### src/rtl/pulse_stretch_fsm.sv
// Pulse stretcher: each single-cycle event on x becomes a registered level on y held for
// PARAM_HOLD_CYCLES clocks, separated by PARAM_GAP_CYCLES low clocks; one event queues, more drop.
// Optional feature: define PULSE_STRETCH_RETRIGGER_EN for a retriggerable hold.
module pulse_stretch_fsm #(
  parameter int unsigned PARAM_HOLD_CYCLES = 4,
  parameter int unsigned PARAM_GAP_CYCLES  = 2,
  localparam int unsigned MaxCnt = (PARAM_HOLD_CYCLES > PARAM_GAP_CYCLES) ?
                                   PARAM_HOLD_CYCLES : PARAM_GAP_CYCLES,
  localparam int unsigned PARAM_CNT_WIDTH = $clog2(MaxCnt + 1)
) (
  input  logic clk,
  input  logic rst,
  input  logic x,
  output logic y,
  output logic busy,
  output logic dropped
);

  typedef enum logic [1:0] {
    StIdle = 2'b00,
    StHold = 2'b01,
    StGap  = 2'b10
  } state_e;

  localparam logic [PARAM_CNT_WIDTH-1:0] HoldLoad = PARAM_CNT_WIDTH'(PARAM_HOLD_CYCLES - 1);
  localparam logic [PARAM_CNT_WIDTH-1:0] GapLoad  =
      (PARAM_GAP_CYCLES == 0) ? '0 : PARAM_CNT_WIDTH'(PARAM_GAP_CYCLES - 1);
  localparam bit HasGap = (PARAM_GAP_CYCLES != 0);
`ifdef PULSE_STRETCH_RETRIGGER_EN
  localparam bit Retrigger = 1'b1;
`else
  localparam bit Retrigger = 1'b0;
`endif

  state_e                     state_q, state_d;
  logic [PARAM_CNT_WIDTH-1:0] cnt_q, cnt_d;
  logic                       pending_q, pending_d;
  logic                       queue_evt;
  logic                       y_comb, busy_comb, dropped_comb;

  always_ff @(posedge clk) begin
    if (rst) begin
      state_q   <= StIdle;
      cnt_q     <= '0;
      pending_q <= 1'b0;
    end else begin
      state_q   <= state_d;
      cnt_q     <= cnt_d;
      pending_q <= pending_d;
    end
  end

  always_comb begin
    state_d      = state_q;
    cnt_d        = cnt_q;
    pending_d    = pending_q;
    queue_evt    = 1'b0;
    dropped_comb = 1'b0;
    case (state_q)
      StHold: begin
        if (Retrigger && x) begin
          cnt_d = HoldLoad;
        end else if (cnt_q != '0) begin
          cnt_d     = cnt_q - PARAM_CNT_WIDTH'(1);
          queue_evt = x;
        end else if (HasGap) begin
          state_d   = StGap;
          cnt_d     = GapLoad;
          queue_evt = x;
        end else if (pending_q || x) begin
          // Launch consumes both the queued event and any event on this edge.
          cnt_d     = HoldLoad;
          pending_d = 1'b0;
        end else begin
          state_d = StIdle;
        end
      end
      StGap: begin
        if (cnt_q != '0) begin
          cnt_d     = cnt_q - PARAM_CNT_WIDTH'(1);
          queue_evt = x;
        end else if (pending_q || x) begin
          state_d   = StHold;
          cnt_d     = HoldLoad;
          pending_d = 1'b0;
        end else begin
          state_d = StIdle;
        end
      end
      default: begin
        // Idle, and the unused encoding recovers here.
        pending_d = 1'b0;
        if (x) begin
          state_d = StHold;
          cnt_d   = HoldLoad;
        end else begin
          state_d = StIdle;
        end
      end
    endcase
    if (queue_evt) begin
      if (!pending_q) pending_d = 1'b1;
      else            dropped_comb = 1'b1;
    end
  end

  always_comb begin
    y_comb    = (state_q == StHold);
    busy_comb = (state_q == StHold) || (state_q == StGap);
  end

  always_ff @(posedge clk) begin
    if (rst) begin
      y       <= 1'b0;
      busy    <= 1'b0;
      dropped <= 1'b0;
    end else begin
      y       <= y_comb;
      busy    <= busy_comb;
      dropped <= dropped_comb;
    end
  end

endmodule
### config.mk
export PLATFORM = sky130hd
export DESIGN_NAME = pulse_stretch_fsm
export DESIGN_NICKNAME = d
export VERILOG_FILES = /design/src/rtl/pulse_stretch_fsm.sv
export SDC_FILE = /design/constraint.sdc
export NUM_CORES = 1
export LEC_CHECK = 0
export CAP_MARGIN = 15
export CORE_AREA = 4 4 41 43
export DETAILED_ROUTE_END_ITERATION = 10
export DIE_AREA = 0 0 45 47
export HOLD_SLACK_MARGIN = 0.15
export SYNTH_ARGS = -nofsm -noshare
export SYNTH_HDL_FRONTEND = slang
export SYNTH_SLANG_ARGS = --single-unit
### constraint.sdc
create_clock -name clk -period 3.38 [get_ports clk]
set_input_delay 0.507 -clock clk [delete_from_list [all_inputs] [get_ports clk]]
set_output_delay 0.507 -clock clk [all_outputs]
set_load 0.01 [all_outputs]
==> impl_metrics.env, run 1 <==
export IMPL_max_vdd_ir_drop_uv=219.3
export IMPL_power_frac_clock_pct=32.4
export IMPL_p_switching_w=0.00006843
export IMPL_end_kind="flip-flop"
export IMPL_yosysTopAreaCell="dfxtp_1"
export IMPL_place_congestion=0.7718
export IMPL_tightest_slew_ns=0.2835
export IMPL_drc_errors=0
export IMPL_hold_worst_slack_ns=0.4623
export IMPL_wl_per_cell_um=10.86
export IMPL_syn_area_per_cell_um2=9.030
export IMPL_synth_top_cell_area_share_pct=43.37
export IMPL_ctsResizeCount=0
export IMPL_hold_path_class="flip-flop to flip-flop"
export IMPL_p_seq_share_pct=48.8
export IMPL_critPathKind="flip-flop to flip-flop"
export IMPL_syn_inst=46
export IMPL_utilization_pct=38.37
export IMPL_antenna_cells=0
export IMPL_swShare_pct=27.21
export IMPL_synth_cell_types=23
export IMPL_grt_use_total_pct=8.578
export IMPL_slew_violations=0
export IMPL_via_count=350
export IMPL_die_x_um=45
export IMPL_status="finished, final reports clean"
export IMPL_path_clk_slew_ns=0.06
export IMPL_worstPathMaxFanout=7
export IMPL_start_util_pct=31.92
export IMPL_synthTopCellsByArea="dfxtp_1, nor2_1, ha_1"
export IMPL_max_cap_violations=0
export IMPL_ctsHoldBuffers=0
export IMPL_fin_crit_ns=1.656
export IMPL_fin_crit_sh_pct=48.99
export IMPL_intPower_w=0.0001831
export IMPL_syn_num_nets=51
export IMPL_slew_headroom_pct=80.93
export IMPL_grt_pass1_wl_um=1262
export IMPL_combPwrFrac_pct=18.9
export IMPL_htree_levels=1
export IMPL_final_cell_mix="dfxtp_1, nor2_1, clkdlybuf4s50_1, inv_1, clkbuf_4"
export IMPL_final_common_cell="dfxtp_1"
export IMPL_core_area_um2=1301
export IMPL_initialDrtViolationCount=3
export IMPL_netlist_area_um2=415.4
export IMPL_firstDrtPassIters=2
export IMPL_io_pins=6
export IMPL_viasPerCell=5.072
export IMPL_drive_gt1_share_pct=11.11
export IMPL_wirelength_um=749
export IMPL_grt_ovfl_total=0
export IMPL_setup_viol=0
export IMPL_cts_sinks=9
export IMPL_io_buffers=5
export IMPL_cts_root_buffer="clkbuf_4"
export IMPL_antenna_found_initial=0
export IMPL_cts_buffer_depth=2
export IMPL_pwr_density_cell_nw_per_um2=503.8
export IMPL_die_y_um=47
export IMPL_yosys_warnings=0
export IMPL_grt_pass1_vias=307
export IMPL_critPathRequiredTime_ns=3.55
export IMPL_ant_nets=0
export IMPL_clk_latency_ns=0.26
export IMPL_synthToLayoutAreaGrowth_pct=20.18
export IMPL_seq_area_frac_synth_pct=43.37
export IMPL_p_leak_nw=0.1812
export IMPL_fin_tns_setup_ns=0
export IMPL_die_area_um2=2115
export IMPL_power_w=0.0002515
export IMPL_grt_max_degree=9
export IMPL_nNetsFinal=60
export IMPL_hold_viol=0
export IMPL_worstSetupStartpointType="flip-flop"
export IMPL_rows=13
export IMPL_dp_hpwl_um=533.2
export IMPL_finClkSkew_ns=0.004543
export IMPL_fmax_mhz=604.0
export IMPL_rsz0062_at_grt="no"
export IMPL_numCtsBuffers=3
export IMPL_cts_setup_buffers=0
export IMPL_cts_tree="done"
export IMPL_arrival_ns=1.83
export IMPL_synth_seq_cells=9
[worst max-delay path, cell delays in order (launching register included)]
cell and delay, ns:
dfxtp_1 0.31, inv_1 0.06, ha_1 0.27, mux2_2 0.38, or3_1 0.34, a211oi_1 0.22
[power groups by stage]
| stage | clock network (W) | logic [W] | registers (W) |
|---|---|---|---|
| after global placement | 0 | 0.0000474 | 0.000125 |
| after floorplan | 0 | 0.0000385 | 0.000122 |
| final | 0.0000814 | 0.0000475 | 0.000123 |
| after detailed placement | 0 | 0.0000473 | 0.000124 |
| after CTS | 0.0000870 | 0.0000476 | 0.000122 |
| after global routing | 0.0000918 | 0.0000526 | 0.000124 |
[cell families after synthesis]
logic type	synth area share [%]
multiplexers	2.711
AND/OR/NAND/NOR	22.29
AO/OA/AOI/OAI	20.18
adder cells (fa/ha/maj)	6.023
flip-flops	43.37
buffers and inverters	5.421
[per-stage QoR]
| step | instances | setup slack (ns) | area (um^2) |
|---|---|---|---|
| finish | 69 | 1.724 | 499.2 |
| global route | 69 | 1.627 | 499.2 |
| CTS | 69 | 1.716 | 499.2 |
| detailed placement | 65 | 1.602 | 473.0 |
| global placement | 65 | 1.661 | 473.0 |
| floorplan | 46 | 1.834 | 415.4 |
[cell usage after synthesis]
master,number
buf_6,1
and3b_1,1
or3_1,1
a211oi_1,1
inv_1,3
nand2_1,1
a21oi_1,2
o221ai_1,1
ha_1,2
mux2_2,1
o31a_1,1
o211ai_1,1
nor3_1,2
o32ai_1,1
a31oi_1,1
or2_2,2
nor4_1,2
o21ai_0,1
o22ai_1,2
nor2b_1,2
a311oi_1,1
dfxtp_1,9
nor2_1,7
[final timing paths]
check	startpoint	to	slack, ns	depth (start not counted)
hold reg to reg	pending_q	dropped	0.46	2
setup reg to reg	state_q[0]	cnt_q[0]	1.72	5
hold / removal	pending_q	dropped	0.46	2
setup / recovery	state_q[0]	cnt_q[0]	1.72	5
[flip-flops by register name (all words and copies together), names as in the netlist]
register / flops
pending_q: 1
state_q: 2
cnt_q: 3
y: 1
busy: 1
dropped: 1
[metal layers]
layer | GRT usage (%) | vias up | wire, um
li1 | - | 187 | -
met1 | 10.16 | 154 | 377
met2 | 12.15 | 7 | 307
met3 | 5.747 | 2 | 56
met4 | 3.509 | 0 | 8
met5 | 0 | - | 0
[cell type report]
type | count | area (um^2)
fill | 137 | 802.0
multi-input combinational | 33 | 212.7
sequential | 9 | 180.2
timing repair buffer | 5 | 50.05
clock buffer | 4 | 26.28
tap | 15 | 18.77
inverter | 3 | 11.26
Power figures use the tool's default switching activity.
==> inputs of run 2 (changes only) <==
Clock period 3.38 ns to 1.47 ns, I/O delays scaled along.
==> impl_metrics.env, run 2 (synthesized netlist as in run 1, its figures left out) <==
export IMPL_status="finished, final reports clean"
export IMPL_drc_errors=0
export IMPL_viasPerCell=4.848
export IMPL_intPower_w=0.0004751
export IMPL_final_cell_mix="buf_4, nor2_1, dfxtp_1, clkdlybuf4s50_1, clkbuf_4"
export IMPL_fin_crit_ns=1.453
export IMPL_cts_sinks=9
export IMPL_slew_violations=0
export IMPL_io_buffers=5
export IMPL_hold_viol=0
export IMPL_routed_wl_met3_um=59
export IMPL_p_seq_share_pct=41.0
export IMPL_critPathKind="flip-flop to flip-flop"
export IMPL_rsz0062_at_grt="yes"
export IMPL_r2r_start="state_q[1]"
export IMPL_wl_per_cell_um=12.42
export IMPL_fin_area_um2=631.9
export IMPL_hold_worst_slack_ns=0.4806
export IMPL_power_w=0.0006656
export IMPL_clk_latency_ns=0.26
export IMPL_power_frac_clock_pct=28.9
export IMPL_crit_path_end="cnt_q[1]"
export IMPL_combPwrFrac_pct=30.2
export IMPL_pre_cts_ws_ns=-0.03269
export IMPL_dpl_cell_count=73
export IMPL_die_x_um=45
export IMPL_end_kind="flip-flop"
export IMPL_synthToLayoutAreaGrowth_pct=52.11
export IMPL_swShare_pct=28.62
export IMPL_start_util_pct=31.92
export IMPL_ant_nets=0
export IMPL_routed_top_layer="met4"
export IMPL_numCtsBuffers=3
export IMPL_largest_reg_flops=3
export IMPL_io_pins=6
export IMPL_firstDrtPassIters=3
export IMPL_slew_headroom_pct=78.55
export IMPL_cts_buffer_depth=2
export IMPL_fin_cells=79
export IMPL_nNetsFinal=70
export IMPL_p_switching_w=0.0001905
export IMPL_fmax_mhz=688.3
export IMPL_reg2reg_to="cnt_q[1]"
export IMPL_setup_viol=0
export IMPL_ctsHoldBuffers=0
export IMPL_via_count=383
export IMPL_largest_registers="cnt_q (3), state_q (2)"
export IMPL_critPathRequiredTime_ns=1.65
export IMPL_grt_ovfl_total=0
export IMPL_met1Wirelength_um=414
export IMPL_place_congestion=0.7845
export IMPL_rows=13
export IMPL_worstPathMaxFanout=3
export IMPL_arrival_ns=1.64
export IMPL_top_register="cnt_q"
export IMPL_p_leak_nw=0.2381
export IMPL_hold_path_class="flip-flop to flip-flop"
export IMPL_pwr_density_cell_nw_per_um2=1053
export IMPL_rrSetupSlack_ns=0.02
export IMPL_final_common_cell="buf_4"
export IMPL_worstSetupStartpointType="flip-flop"
export IMPL_cts_tree="done"
export IMPL_wirelength_um=981
export IMPL_grt_pass1_wl_um=1587
export IMPL_antenna_found_initial=0
export IMPL_grt_pass1_vias=391
export IMPL_cp_startpoint="state_q[1]"
export IMPL_dp_hpwl_um=686.7
export IMPL_max_vdd_ir_drop_uv=469.1
export IMPL_cts_root_buffer="clkbuf_4"
export IMPL_initialDrtViolationCount=4
export IMPL_drive_gt1_share_pct=40.63
export IMPL_die_area_um2=2115
export IMPL_finClkSkew_ns=0.006859
export IMPL_max_cap_violations=0
export IMPL_htree_levels=1
export IMPL_grt_max_degree=8
export IMPL_antenna_cells=0
export IMPL_core_area_um2=1301
export IMPL_place_area_um2=549.3
export IMPL_tightest_slew_ns=0.3188
export IMPL_reg2regPathDepth=5
export IMPL_path_clk_slew_ns=0.06
export IMPL_fin_crit_sh_pct=98.83
export IMPL_grt_use_total_pct=11.31
export IMPL_setup_ws_ns=0.01713
export IMPL_die_y_um=47
export IMPL_wl_met2_um=486
run 2: changes by cell type in the layout (fill, tap and decap cells not counted), moves of 2 or more:
cell,before,now
ha_1,2,0
buf_4,0,10
dfxtp_1,9,7
inv_2,0,2
inv_1,3,1
run 2: metrics by stage:
step / setup TNS, ns / utilization, %
after global routing: -0.05445 / 48.56
after detailed placement: -0.04988 / 42.21
final: 0 / 48.56
after CTS: -0.0003876 / 46.54
after global placement: -0.005648 / 42.21
after floorplan: 0 / -
run 2: area by class of cell:
| cell class | count | area, um^2 |
|---|---|---|
| clock buffers | 4 | 26.28 |
| flip-flops and latches | 9 | 185.2 |
| inverters | 3 | 11.26 |
| repair buffers | 15 | 125.1 |
| multi-input cells | 33 | 265.3 |
| fillers | 133 | 669.4 |
| well taps | 15 | 18.77 |
run 2: routing by layer:
| metal | track usage [%] | up-vias |
|---|---|---|
| li1 | - | 206 |
| met1 | 10.73 | 165 |
| met2 | 18.36 | 8 |
| met3 | 7.280 | 4 |
| met4 | 7.018 | 0 |
| met5 | 0 | - |
run 2: worst min path at each step:
| stage | start | to | slack (ns) | cells past startpoint |
|---|---|---|---|---|
| after floorplan | rst | state_q[0] | 0.29 | 1 |
| after global placement | pending_q | dropped | 0.47 | 2 |
| after detailed placement | pending_q | dropped | 0.47 | 2 |
| after CTS | pending_q | dropped | 0.49 | 2 |
| after global routing | pending_q | dropped | 0.52 | 2 |
| final | pending_q | dropped | 0.48 | 2 |
run 2: critical path: stages (launching register included):
cell	delay, ns
dfxtp_4	0.36
inv_2	0.03
ha_2	0.17
mux2_4	0.27
or3_4	0.34
a311oi_2	0.19
run 2: what timing repair did:
item / in CTS / in global routing
endpoints found under the setup margin: 2 / 3
gates resized for setup: 5 / 5
pin swaps: 0 / 0
setup buffers: 2 / 0
run 2: power groups by stage:
stage	Combinational (W)	Clock (W)	Sequential, W
detailed placement	0.000160	0	0.000278
finish	0.000201	0.000192	0.000273
CTS	0.000176	0.000200	0.000274
global route	0.000218	0.000220	0.000276
global placement	0.000160	0	0.000278
floorplan	0.0000971	0	0.000282
